File: config.mk
export PLATFORM = sky130hd
export DESIGN_NAME = uart_tx_frame
export DESIGN_NICKNAME = d
export VERILOG_FILES = /design/src/rtl/uart_tx_frame.sv
export SDC_FILE = /design/constraint.sdc
export NUM_CORES = 1
export LEC_CHECK = 0
export ABC_AREA = 1
export BUFFER_PORTS_ARGS = -buffer_cell sky130_fd_sc_hd__clkbuf_2
export CORE_MARGIN = 1.5
export CORE_UTILIZATION = 38
export CTS_CLUSTER_SIZE = 40
export DETAILED_ROUTE_END_ITERATION = 10
export PLACE_DENSITY = 0.57
export SYNTH_ARGS = -nofsm -noshare
export SYNTH_HDL_FRONTEND = slang
export SYNTH_SLANG_ARGS = --single-unit
File: constraint.sdc
create_clock -name clk -period 3.2 [get_ports clk]
set_clock_uncertainty 0.2 [all_clocks]
set_input_delay 0.32 -clock clk [delete_from_list [all_inputs] [get_ports clk]]
set_output_delay 0.32 -clock clk [all_outputs]
set_load 0.02 [all_outputs]
File: src/rtl/uart_tx_frame.sv
// uart_tx_frame: parametrised UART transmitter.
// Frame = start bit, DATA_BITS payload bits sent LSB first, an optional
// parity bit, then STOP_BITS stop bits. Each bit lasts CLOCK_RATE/BAUD_RATE
// enabled clock cycles. The start/busy/done handshake matches the older
// fixed 8-bit transmitter. All outputs are registered.
module uart_tx_frame #(
    parameter int CLOCK_RATE = 50000000,
    parameter int BAUD_RATE  = 115200,
    parameter int DATA_BITS  = 8,
    parameter int PARITY     = 0,
    parameter int STOP_BITS  = 1
) (
    input  logic                 clk,
    input  logic                 rst,
    input  logic                 en,
    input  logic                 start,
    input  logic [DATA_BITS-1:0] in,
    output logic                 out,
    output logic                 busy,
    output logic                 done
);

    localparam int CLKS_PER_BIT = CLOCK_RATE / BAUD_RATE;
    localparam int CNT_W        = (CLKS_PER_BIT > 1) ? $clog2(CLKS_PER_BIT) : 1;
    localparam int IDX_W        = $clog2(DATA_BITS + 1);

    localparam logic [CNT_W-1:0] CNT_LAST  = CNT_W'(CLKS_PER_BIT - 1);
    localparam logic [IDX_W-1:0] DATA_LAST = IDX_W'(DATA_BITS - 1);
    localparam logic [IDX_W-1:0] STOP_LAST = IDX_W'(STOP_BITS - 1);
    // Odd parity is the inverse of the payload XOR.
    localparam logic ODD_INV    = (PARITY == 1) ? 1'b1 : 1'b0;
    localparam logic HAS_PARITY = (PARITY != 0) ? 1'b1 : 1'b0;

    localparam logic [2:0] S_IDLE   = 3'd0;
    localparam logic [2:0] S_START  = 3'd1;
    localparam logic [2:0] S_DATA   = 3'd2;
    localparam logic [2:0] S_PARITY = 3'd3;
    localparam logic [2:0] S_STOP   = 3'd4;

    logic [2:0]           state;
    logic [CNT_W-1:0]     baud_cnt;
    logic [IDX_W-1:0]     bit_idx;
    logic [DATA_BITS-1:0] shreg;
    logic                 par_bit;

    logic [2:0]           state_n;
    logic [CNT_W-1:0]     baud_cnt_n;
    logic [IDX_W-1:0]     bit_idx_n;
    logic [DATA_BITS-1:0] shreg_n;
    logic                 par_bit_n;
    logic                 out_n;
    logic                 busy_n;
    logic                 done_n;
    logic                 bit_end;

    assign bit_end = (baud_cnt == CNT_LAST);

    // Next-state logic: accept in IDLE, otherwise step the bit timer and
    // advance the frame at each bit end; everything holds while en is low.
    always_comb begin
        state_n    = state;
        baud_cnt_n = baud_cnt;
        bit_idx_n  = bit_idx;
        shreg_n    = shreg;
        par_bit_n  = par_bit;
        out_n      = out;
        busy_n     = busy;
        done_n     = 1'b0;
        if (!en) begin
            done_n = 1'b0;
        end else if (state == S_IDLE) begin
            out_n      = 1'b1;
            busy_n     = 1'b0;
            baud_cnt_n = '0;
            bit_idx_n  = '0;
            if (start) begin
                shreg_n   = in;
                par_bit_n = (^in) ^ ODD_INV;
                state_n   = S_START;
                out_n     = 1'b0;
                busy_n    = 1'b1;
            end else begin
                state_n = S_IDLE;
            end
        end else if (!bit_end) begin
            baud_cnt_n = baud_cnt + CNT_W'(1);
        end else begin
            baud_cnt_n = '0;
            case (state)
                S_START: begin
                    state_n   = S_DATA;
                    out_n     = shreg[0];
                    bit_idx_n = '0;
                end
                S_DATA: begin
                    if (bit_idx == DATA_LAST) begin
                        bit_idx_n = '0;
                        if (HAS_PARITY) begin
                            state_n = S_PARITY;
                            out_n   = par_bit;
                        end else begin
                            state_n = S_STOP;
                            out_n   = 1'b1;
                        end
                    end else begin
                        shreg_n   = {1'b0, shreg[DATA_BITS-1:1]};
                        out_n     = shreg[1];
                        bit_idx_n = bit_idx + IDX_W'(1);
                    end
                end
                S_PARITY: begin
                    state_n   = S_STOP;
                    out_n     = 1'b1;
                    bit_idx_n = '0;
                end
                S_STOP: begin
                    if (bit_idx == STOP_LAST) begin
                        state_n   = S_IDLE;
                        out_n     = 1'b1;
                        busy_n    = 1'b0;
                        done_n    = 1'b1;
                        bit_idx_n = '0;
                    end else begin
                        bit_idx_n = bit_idx + IDX_W'(1);
                    end
                end
                default: begin
                    state_n    = S_IDLE;
                    out_n      = 1'b1;
                    busy_n     = 1'b0;
                    baud_cnt_n = '0;
                    bit_idx_n  = '0;
                end
            endcase
        end
    end

    // State and output registers with synchronous reset taking priority.
    always_ff @(posedge clk) begin
        if (rst) begin
            state    <= S_IDLE;
            baud_cnt <= '0;
            bit_idx  <= '0;
            shreg    <= '0;
            par_bit  <= 1'b0;
            out      <= 1'b1;
            busy     <= 1'b0;
            done     <= 1'b0;
        end else begin
            state    <= state_n;
            baud_cnt <= baud_cnt_n;
            bit_idx  <= bit_idx_n;
            shreg    <= shreg_n;
            par_bit  <= par_bit_n;
            out      <= out_n;
            busy     <= busy_n;
            done     <= done_n;
        end
    end

endmodule

Word-level counts from Yosys, hierarchy flattened

Cells that the tools add are included.

Bits in registers: 27
Input port bits: 12
Output and inout bits: 3

Add/subtract/negate cells: 2
Equal/unequal tests: 11
Multiplexer cells: 30
Bitwise logic cells: 3
Reduce and logical (&&, ||, !) cells: 11

Operators with widths:

| cell                                                 | number |
|---|---|
| 2-to-1 mux 8 bit                                     | 5 |
| 2-to-1 mux 9 bit                                     | 2 |
| 2-to-1 mux 4 bit                                     | 4 |
| 2-to-1 mux 3 bit                                     | 4 |
| one-hot mux 3 bit (4 select lines)                   | 1 |
| 2-to-1 mux 1 bit                                     | 11 |
| adder 9 x 1 -> 9 bit (second input constant)         | 1 |
| equality test 9 bit (second input constant)          | 1 |
| one-hot mux 4 bit (2 select lines)                   | 1 |
| AND reduction 4 bit                                  | 2 |
| equality test 3 x 2 -> 1 bit (second input constant) | 2 |
| inequality test 3 bit (second input constant)        | 2 |
| AND reduction 5 bit                                  | 1 |
| OR reduction 5 bit                                   | 1 |
| adder 4 x 1 -> 4 bit (second input constant)         | 1 |
| equality test 4 x 3 -> 1 bit (second input constant) | 1 |
| logical NOT 4 bit                                    | 1 |
| inequality test 2 bit (second input constant)        | 2 |
| nonzero test 2 bit                                   | 2 |
| equality test 3 x 1 -> 1 bit (second input constant) | 1 |
| equality test 3 bit (second input constant)          | 1 |
| logical NOT 3 bit                                    | 1 |
| inverter 1 bit                                       | 3 |
| one-hot mux 1 bit (3 select lines)                   | 1 |
| 5 further kinds                                      | 5 |

Longest topological paths before layout

Gate-level depths: netlist of run 1.

Depth in word-level cells: 5
Mapped depth: 11
Depth with buffers taken out: 11

Least setup slack after synthesis of run 1

No wires, ideal clock.

Kind: register to register
Start: reg baud_cnt[0]
End: reg out
Library setup time: 0.133 ns
Data arrival time: 1.220 ns
Slack: 1.646 ns
Stages on the path, launching flop included: 10
Buffers on the path: 1
Clock period less this slack: 1.554 ns
Path through: dfxtp_1 ha_1 nand2_1 nor2_1 nand2_1 nand2_1 buf_2 nand3_1 nand2_1 nand3_1

Cells in the longest elaborated chain, start to end: 3

Ends and longest elaborated chain:

| element                       | line | source |
|---|---|---|
| from (decl)                   | 41   | `logic [CNT_W-1:0] baud_cnt;` |
| from (signal assigned)        | 151  | `baud_cnt <= baud_cnt_n;` |
| equality test 9 bit           | 56   | `assign bit_end = (baud_cnt == CNT_LAST);` |
| nonzero test 2 bit (no line)  | --   |  |
| AND reduction 3 bit (no line) | --   |  |
| to (signal assigned)          | 155  | `out <= out_n;` |
| to (decl)                     | 18   | `output logic out,` |

No other way between the ends.
A chain may end at the register's enable or synchronous reset.

Worst setup path after layout of run 1

Start: reg baud_cnt[0]
End: reg shreg[4]

Cells in the longest elaborated chain, start to end: 3

Ends and longest elaborated chain:

| element                       | line | source |
|---|---|---|
| equality test 9 bit           | 56   |  |
| nonzero test 2 bit (no line)  | --   |  |
| AND reduction 5 bit (no line) | --   |  |
| to (signal assigned)          | 153  | `shreg <= shreg_n;` |
| to (decl)                     | 43   | `logic [DATA_BITS-1:0] shreg;` |

No other way between the ends.

==> reports/qor.yml, run 1 <==
layoutNonFillerInstCount: 287
boundaryPins: 15
die_h_um: 65.1
place_area_mm2: 0.00156
cts_buffers: 3
antenna_found_initial: 0
final_nets: 256
crit_fanout: 15
cts.path.max_buffers: 2
synthFlopType: "dfxtp_1"
drcViolationCount: 0
diodes: 0
grt_pass1_wl_mm: 5.22
drt_iter0_drc: 94
clk_pin_slew_ns: 0.09
nFillCells: 408
drtPass1Iterations: 4
final_layout_size_suffix_gt1_frac: 0.100
fp-row-count: 22
whs_path_depth: 2
place_ws_ns: 1.20
ant_nets: 0
rsz0062_at_grt: "false"
cp-start-kind: "flop"
gp_congestion: 0.807
postLayoutCellArea_mm2: 0.00160
grt_start_max_net_pins: 22
wirelength_mm: 2.93
grt-ovfl-total: 0
hpwl_mm: 2.15
dieArea_mm2: 0.00424
clock_sinks: 27
r2r.worst_path.cells: 9
core_mm2: 0.00369
io_buffer_count: 14
whs_ns: 0.0439
synth_edf_count: 0
synth_nets: 244
max_cap_viol_count: 0
peakVddDrop_mv: 0.403
status: "complete, no violations"
required_ns: 3.21
min_period_ns: 2.00
hold_buffers: 0
hp-class: "primary input to flop"
htree_levels: 1
worstSkewPairLatency_ns: 0.27
relSlewSlack: 0.577
finalHoldViolCount: 0
grt_pass1_vias: 1209
cts_resized: 0
fin_crit_sh: 0.626
drv_slew: 0
synth-seq-area-share: 0.369
power_leakage_nw: 0.732
ys_async_sr_fraction: 0
setup_viol: 0
drt-wirelength-per-cell_um: 10.2
ys.warnings.count: 0
synth_cell_type_count: 29
post_cts_buffers: 0
power.density_mw_per_mm2: 851
cts_root_buf: "clkbuf_8"
die_x_um: 65.1
tightest_slew_ns: 0.634
grt_usage: 0.157
vias: 1329
viasPerCell: 4.63
worstPathArrival_ns: 2.01
reg2reg_slack_ns: 1.20
areaGrowthSynthToFinish_pct: 9.39
maxClockFrequency_ghz: 0.499
fin_tns_setup_ns: 0
tritoncts: "yes"
initial_utilization: 0.397
crit_type: "flop to flop"
crit_path_end_kind: "flop"
ys_ff_latch: 27
syn_avg_cell_area_um2: 6.43
syn_area_mm2: 0.00147
synthCells: 228
setup_ws_ns: 1.20
post-place-cells: 283
state kept, by name, summed over array words and instances (netlist names):
register / cells
busy: 1
done: 1
out: 1
baud_cnt: 9
shreg: 8
bit_idx: 4
state: 3
area by class of cell:
| type | instances | area (um2) | share of cell area |
|---|---|---|---|
| Multi-Input combinational cell | 169 | 793 | 0.495 |
| Sequential cell | 27 | 541 | 0.337 |
| Inverter | 25 | 93.8 | 0.0585 |
| Timing Repair Buffer | 14 | 70.1 | 0.0437 |
| Tap cell | 48 | 60.1 | 0.0375 |
| Clock buffer | 4 | 45.0 | 0.0281 |
critical path, cell delays in order, from the launching register on:
cell and delay, ns:
dfxtp_1 0.40, ha_1 0.17, nand2_1 0.05, nor2_1 0.10, nand2_1 0.07, nand2_1 0.32, nand3_2 0.33, nand2_1 0.14
nand2_1 0.05, nor2_1 0.11
cell families (layout without fill, tap and decap cells):
family / after synthesis / after routing / share of synthesized area
fa+ha+maj: 4 / 4 / 0.0342
compound gates: 21 / 21 / 0.0794
simple gates: 142 / 142 / 0.416
buf+inv: 32 / 43 / 0.0897
flops: 27 / 27 / 0.369
xor+xnor: 2 / 2 / 0.0120
power by group:
part | leakage (nW) | internal, W | switching (W)
registers | 0.220 | 0.000425 | 0.0000618
logic | 0.489 | 0.000217 | 0.000468
clock network | 0.0228 | 0.0000892 | 0.000103
total | 0.732 | 0.000731 | 0.000633
through the flow:
step / util / total power (W)
after floorplan: - / 0.00107
after global placement: 0.422 / 0.00119
after detailed placement: 0.422 / 0.00119
after CTS: 0.435 / 0.00139
after global routing: 0.435 / 0.00153
final: 0.435 / 0.00136
cell usage after synthesis, types with 2 or more instances:
| library cell | number | area share |
|---|---|---|
| nand2_2 | 2 | 0.0085 |
| ha_1 | 4 | 0.034 |
| buf_2 | 3 | 0.010 |
| a21oi_1 | 6 | 0.020 |
| nand3_1 | 16 | 0.055 |
| clkbuf_1 | 2 | 0.0051 |
| nor3_1 | 2 | 0.0068 |
| o22ai_1 | 2 | 0.0085 |
| o21ai_0 | 10 | 0.034 |
| nand2_1 | 63 | 0.16 |
| dfxtp_1 | 27 | 0.37 |
| inv_1 | 24 | 0.061 |
| nor2_1 | 46 | 0.12 |
| nand4_1 | 6 | 0.026 |
cell usage in the layout, fill, tap and decap left out, drive strengths merged:
master   n
o211ai   1
nor4     1
o21ai   10
clkbuf  18
a21oi    7
nor2    47
nor3     2
ha       4
nand3b   1
xor2     1
nand4    6
o31ai    1
nand3   17
or2      1
o22ai    2
nand2   66
xnor2    1
dfxtp   27
nor3b    1
inv     25
final timing paths:
| path | startpoint | end |
|---|---|---|
| max | baud_cnt[0] | shreg[4] |
| min | rst | shreg[7] |
| max reg2reg | baud_cnt[0] | shreg[4] |
| min reg2reg | shreg[7] | shreg[7] |
layer usage:
layer,vias up,GRT usage,part of all wire
met5,-,0,0
met1,552,0.211,0.51
li1,743,-,-
met2,30,0.249,0.42
met4,0,0.0469,0.011
met3,4,0.0411,0.054
No activity file was read; power rests on OpenSTA's default activity.
==> run 2: changes to the inputs <==
--- a/config.mk
+++ b/config.mk
@@ -5,7 +5,7 @@
 export SDC_FILE = /design/constraint.sdc
 export NUM_CORES = 1
 export LEC_CHECK = 0
-export ABC_AREA = 1
+export ABC_AREA = 0
 export BUFFER_PORTS_ARGS = -buffer_cell sky130_fd_sc_hd__clkbuf_2
 export CORE_MARGIN = 1.5
 export CORE_UTILIZATION = 38
==> constraint.sdc (replaced) <==
create_clock -name clk -period 2.1 [get_ports clk]
set_clock_uncertainty 0.2 [all_clocks]
set_input_delay 0.21 -clock clk [delete_from_list [all_inputs] [get_ports clk]]
set_output_delay 0.21 -clock clk [all_outputs]
set_load 0.02 [all_outputs]
==> run 2 against run 1 <==
Against the previous run: clock power grew 51%; area after synthesis is 3.1% higher; sequential power increased by 12%; combinational power shrank 74%; critical path depth is 3 lower.
==> reports/qor.yml, run 2 <==
status: "complete, no violations"
fp-row-count: 22
largest_reg_flops: 9
synth-seq-area-share: 0.358
grt_pass1_wl_mm: 5.53
required_ns: 2.09
drtPass1Iterations: 4
drt_iter0_drc: 79
antenna_found_initial: 0
synth_cell_type_count: 47
viasPerCell: 5.44
synthTopCellsByArea: "dfxtp_1, nand2_1, nor2_1"
final_common_cell: "dfxtp_1"
io_buffer_count: 14
synth.most_common_cell: "dfxtp_1"
hpwl_mm: 2.34
cts.path.max_buffers: 2
ant_nets: 0
tritoncts: "yes"
wirelength_mm: 3.22
grt_start_max_net_pins: 25
min_period_ns: 2.09
setup_viol: 0
ys_async_sr_fraction: 0
crit_type: "flop to flop"
top_regs: "baud_cnt x9, shreg x8, bit_idx x4"
worstSkewPairLatency_ns: 0.27
cp-start-kind: "flop"
dieArea_mm2: 0.00436
synth_top_area_frac: 0.358
power.density_mw_per_mm2: 580
grt_pass1_vias: 1304
core_mm2: 0.00374
setup_ws_ns: 0.00901
synthCells: 179
syn_area_mm2: 0.00151
final_nets: 217
tightest_slew_ns: 0.564
gp_congestion: 0.799
vias: 1348
die_h_um: 66.0
initial_utilization: 0.403
place_ws_ns: -0.000993
relSlewSlack: 0.619
ys.warnings.count: 0
maxClockFrequency_ghz: 0.478
rsz0062_at_grt: "true"
cts_buffers: 3
post-place-cells: 242
crit_fanout: 3
synthFlopType: "dfxtp_1"
max_cap_viol_count: 0
top_register: "baud_cnt"
synth_nets: 195
power_leakage_nw: 0.649
synth_common_cells: "dfxtp_1, nand2_1, nor2_1, o21ai_0, a21oi_1"
synth_edf_count: 0
drv_slew: 0
grt-ovfl-total: 0
drcViolationCount: 0
crit_path_end_kind: "flop"
syn_avg_cell_area_um2: 8.44
cts_root_buf: "clkbuf_8"
synth.largest_area_cell: "dfxtp_1"
fin_util: 0.467
areaGrowthSynthToFinish_pct: 15.8
final_layout_size_suffix_gt1_frac: 0.230
peakVddDrop_mv: 0.478
diodes: 0
grt_usage: 0.160
hp-class: "primary input to flop"
ys_ff_latch: 27
fin_crit_sh: 0.996
die_x_um: 66.0
drt-wirelength-per-cell_um: 13.0
htree_levels: 1
worstPathArrival_ns: 2.08
most-common-layout-cells: "dfxtp_1, nand2_1, nor2_1"
finalHoldViolCount: 0
clock_sinks: 27
boundaryPins: 15
postLayoutCellArea_mm2: 0.00175
layoutNonFillerInstCount: 248
clk_pin_slew_ns: 0.10
place_area_mm2: 0.00168
run 2: changes by cell type in the layout (fill, tap and decap cells not counted), moves of 7 or more:
| cell | before | now |
|---|---|---|
| nand3_1 | 16 | 5 |
| nand2_1 | 63 | 19 |
| a211o_1 | 0 | 7 |
| nor2_1 | 46 | 17 |
| inv_1 | 24 | 4 |
| buf_4 | 0 | 13 |
run 2: timing repair:
| action | 4_1_cts | 5_1_grt |
|---|---|---|
| setup buffers | 0 | 1 |
| endpoints found under the setup margin | 1 | 2 |
| hold endpoints to repair | 1 | 0 |
| pin swaps | 1 | 1 |
| resized for setup | 0 | 5 |
| hold buffers | 1 | 0 |
| cloned | 0 | 0 |
run 2: logic make-up after synthesis:
kind of cell               synth area share
xor gates and xnor gates             0.0464
buffers and inverters                0.0472
AOI/OAI and AO/OA                     0.221
DFF                                   0.358
adders and majority gates            0.0331
muxes                                0.0133
and+or+nand+nor                       0.281
run 2: stage by stage:
step           hold WS [ns]  power, W   TNS (ns)
2_1_floorplan         0.150  0.000680          0
3_3_place_gp          0.244  0.000730          0
4_1_cts              0.0573   0.00103          0
6_report             0.0593   0.00102          0
3_5_place_dp          0.267  0.000736  -0.000993
5_1_grt              0.0768   0.00107    -0.0406
run 2: area by class of cell:
| class | instances | area [um2] |
|---|---|---|
| multi-input cells | 135 | 901 |
| clock buffers | 4 | 45.0 |
| inverters | 6 | 22.5 |
| fillers | 382 | 1990 |
| repair buffers | 28 | 178 |
| well taps | 48 | 60.1 |
| flip-flops and latches | 27 | 543 |
run 2: path summary, 6_finish.rpt:
path / slack (ns) / from / cells after the start / end
min: 0.06 / in[4] / 4 / shreg[4]
max: 0.009 / bit_idx[0] / 6 / state[2]
max reg2reg: 0.009 / bit_idx[0] / 6 / state[2]
min reg2reg: 0.28 / shreg[0] / 2 / shreg[0]
run 2: worst max-delay path, cell delays in order, from the launching register on:
cell      delay (ns)
dfxtp_2         0.34
inv_2           0.05
ha_2            0.14
or3b_4          0.37
a32o_2          0.28
or3_4           0.36
a221oi_2        0.28
run 2: metal layers:
layer  global-route usage  up-vias  wire [um]
met1                0.197      646       1510
met3               0.0409        2        104
met2                0.285       17       1580
met4               0.0230        0         14
li1                     -      683          -
met5                    0        -          0
run 2: power breakdown:
group / switching (W) / total, W / internal (W)
clock network: 0.000154 / 0.000290 / 0.000136
registers: 0.0000157 / 0.000546 / 0.000530
logic: 0.000102 / 0.000180 / 0.0000777
==> run 3: changes to the inputs <==
--- a/config.mk
+++ b/config.mk
@@ -8,10 +8,10 @@
 export ABC_AREA = 0
 export BUFFER_PORTS_ARGS = -buffer_cell sky130_fd_sc_hd__clkbuf_2
 export CORE_MARGIN = 1.5
-export CORE_UTILIZATION = 38
+export CORE_UTILIZATION = 30
 export CTS_CLUSTER_SIZE = 40
 export DETAILED_ROUTE_END_ITERATION = 10
-export PLACE_DENSITY = 0.57
+export PLACE_DENSITY = 0.48
 export SYNTH_ARGS = -nofsm -noshare
 export SYNTH_HDL_FRONTEND = slang
 export SYNTH_SLANG_ARGS = --single-unit
==> constraint.sdc (replaced) <==
create_clock -name clk -period 2.7 [get_ports clk]
set_clock_uncertainty 0.2 [all_clocks]
set_input_delay 0.27 -clock clk [delete_from_list [all_inputs] [get_ports clk]]
set_output_delay 0.27 -clock clk [all_outputs]
set_load 0.02 [all_outputs]
==> run 3 against run 2 <==
Against the previous run: first-iteration DRC count rose by 57%; worst setup slack gained 0.50 ns; worst hold slack lost 0.039 ns; non-clock buffer count decreased by 13; clock power is 20% lower; sequential share of layout area rose by 1.4 points; largest cell class unchanged; highest routed layer unchanged.
==> reports/qor.yml, run 3 (synthesis results as in run 2) <==
drv_slew: 0
finalHoldViolCount: 0
fp-row-count: 25
required_ns: 2.69
hpwl_mm: 2.26
maxClockFrequency_ghz: 0.456
tightest_slew_ns: 0.499
worstPathArrival_ns: 2.18
clock_sinks: 27
peakVddDrop_mv: 0.235
power_leakage_nw: 0.582
drt_iter0_drc: 124
cts_buffers: 3
reg2reg_slack_ns: 0.51
grt_usage: 0.124
core_mm2: 0.00479
post_cts_buffers: 0
gp_congestion: 0.752
place_area_mm2: 0.00162
grt_start_max_net_pins: 25
grt-ovfl-total: 0
slowest_stage: "or3b_4"
min_period_ns: 2.19
cts_resized: 0
boundaryPins: 15
cp-start-kind: "flop"
initial_utilization: 0.316
hp-class: "primary input to flop"
crit_fanout: 5
cts.path.max_buffers: 2
fin_crit_sh: 0.812
wirelength_mm: 3.14
io_buffer_count: 14
top_register: "baud_cnt"
relSlewSlack: 0.663
power.density_mw_per_mm2: 468
final_layout_size_suffix_gt1_frac: 0.155
clk_pin_slew_ns: 0.09
worstSkewPairLatency_ns: 0.27
cp-startpoint: "bit_idx[0]"
fin_tns_setup_ns: 0
final_common_cell: "dfxtp_1"
tritoncts: "yes"
vias: 1273
critical_path.endpoint: "state[2]"
dieArea_mm2: 0.00547
p_total_w: 0.000781
most-common-layout-cells: "dfxtp_1, nand2_1, nor2_1"
drt-wirelength-per-cell_um: 12.4
path_cells: "inv_1, ha_1, or3b_4, a32o_2, or3_4, a221oi_2"
r2r.worst_path.cells: 6
path_depth: 6
critPathBufInv: 1
max_cap_viol_count: 0
r2r-start: "bit_idx[0]"
die_x_um: 74.0
drcViolationCount: 0
viasPerCell: 5.01
cts_root_buf: "clkbuf_8"
rsz0062_at_grt: "false"
antenna_found_initial: 0
ant_nets: 0
diodes: 0
grt_pass1_vias: 1243
slowest_delay_ns: 0.40
postLayoutCellArea_mm2: 0.00167
drtPass1Iterations: 4
timing.rr.end: "state[2]"
grt_pass1_wl_mm: 5.47
final_nets: 204
setup_viol: 0
largest_reg_flops: 9
die_h_um: 74.0
crit_path_end_kind: "flop"
top_regs: "baud_cnt x9, shreg x8, bit_idx x4"
htree_levels: 1
post-place-cells: 250
hold_buffers: 0
layoutNonFillerInstCount: 254
crit_family: "simple AND/OR/NAND/NOR gates"
status: "complete, no violations"
crit_type: "flop to flop"
areaGrowthSynthToFinish_pct: 10.4
run 3: changes by cell type in the layout (fill, tap and decap cells not counted), sizes merged:
cell,before,now
dlygate4sd3,1,0
buf,13,1
run 3: worst min path at each step:
stage / from / slack, ns / cells after the start / end
6_report: in[7] / 0.02 / 3 / shreg[7]
5_1_grt: in[7] / 0.03 / 3 / shreg[7]
4_1_cts: in[7] / 0.02 / 3 / shreg[7]
3_5_place_dp: shreg[2] / 0.27 / 2 / shreg[2]
3_3_place_gp: shreg[5] / 0.26 / 2 / shreg[5]
2_1_floorplan: in[7] / 0.21 / 2 / shreg[7]
run 3: cell type report:
| cell class | count | area [um2] |
|---|---|---|
| inverters | 6 | 22.5 |
| well taps | 67 | 83.8 |
| repair buffers | 15 | 77.6 |
| fillers | 511 | 3120 |
| multi-input cells | 135 | 898 |
| flip-flops and latches | 27 | 541 |
| clock buffers | 4 | 45.0 |
run 3: routing by layer:
metal	vias to the layer above	GRT usage	part of all wire
li1	661	-	-
met1	595	0.163	0.51
met2	15	0.210	0.46
met3	2	0.0203	0.017
met4	0	0.0350	0.0054
met5	-	0	0
run 3: report_power, final:
group | leakage [nW] | total [W] | switching, W | internal, W
clock network | 0.0228 | 0.000231 | 0.000126 | 0.000106
registers | 0.219 | 0.000425 | 0.0000132 | 0.000412
logic | 0.340 | 0.000125 | 0.0000754 | 0.0000493
run 3: worst min-delay path: stages:
cell and delay, ns:
clkbuf_2 0.08, nand2_1 0.04, o21ai_0 0.06
run 3: metrics by stage:
step	util	worst slack, ns	hold WS [ns]
after floorplan	-	0.635	0.210
after global placement	0.339	0.585	0.260
after detailed placement	0.339	0.528	0.267
after CTS	0.348	0.505	0.0164
after global routing	0.348	0.439	0.0346
final	0.348	0.508	0.0202
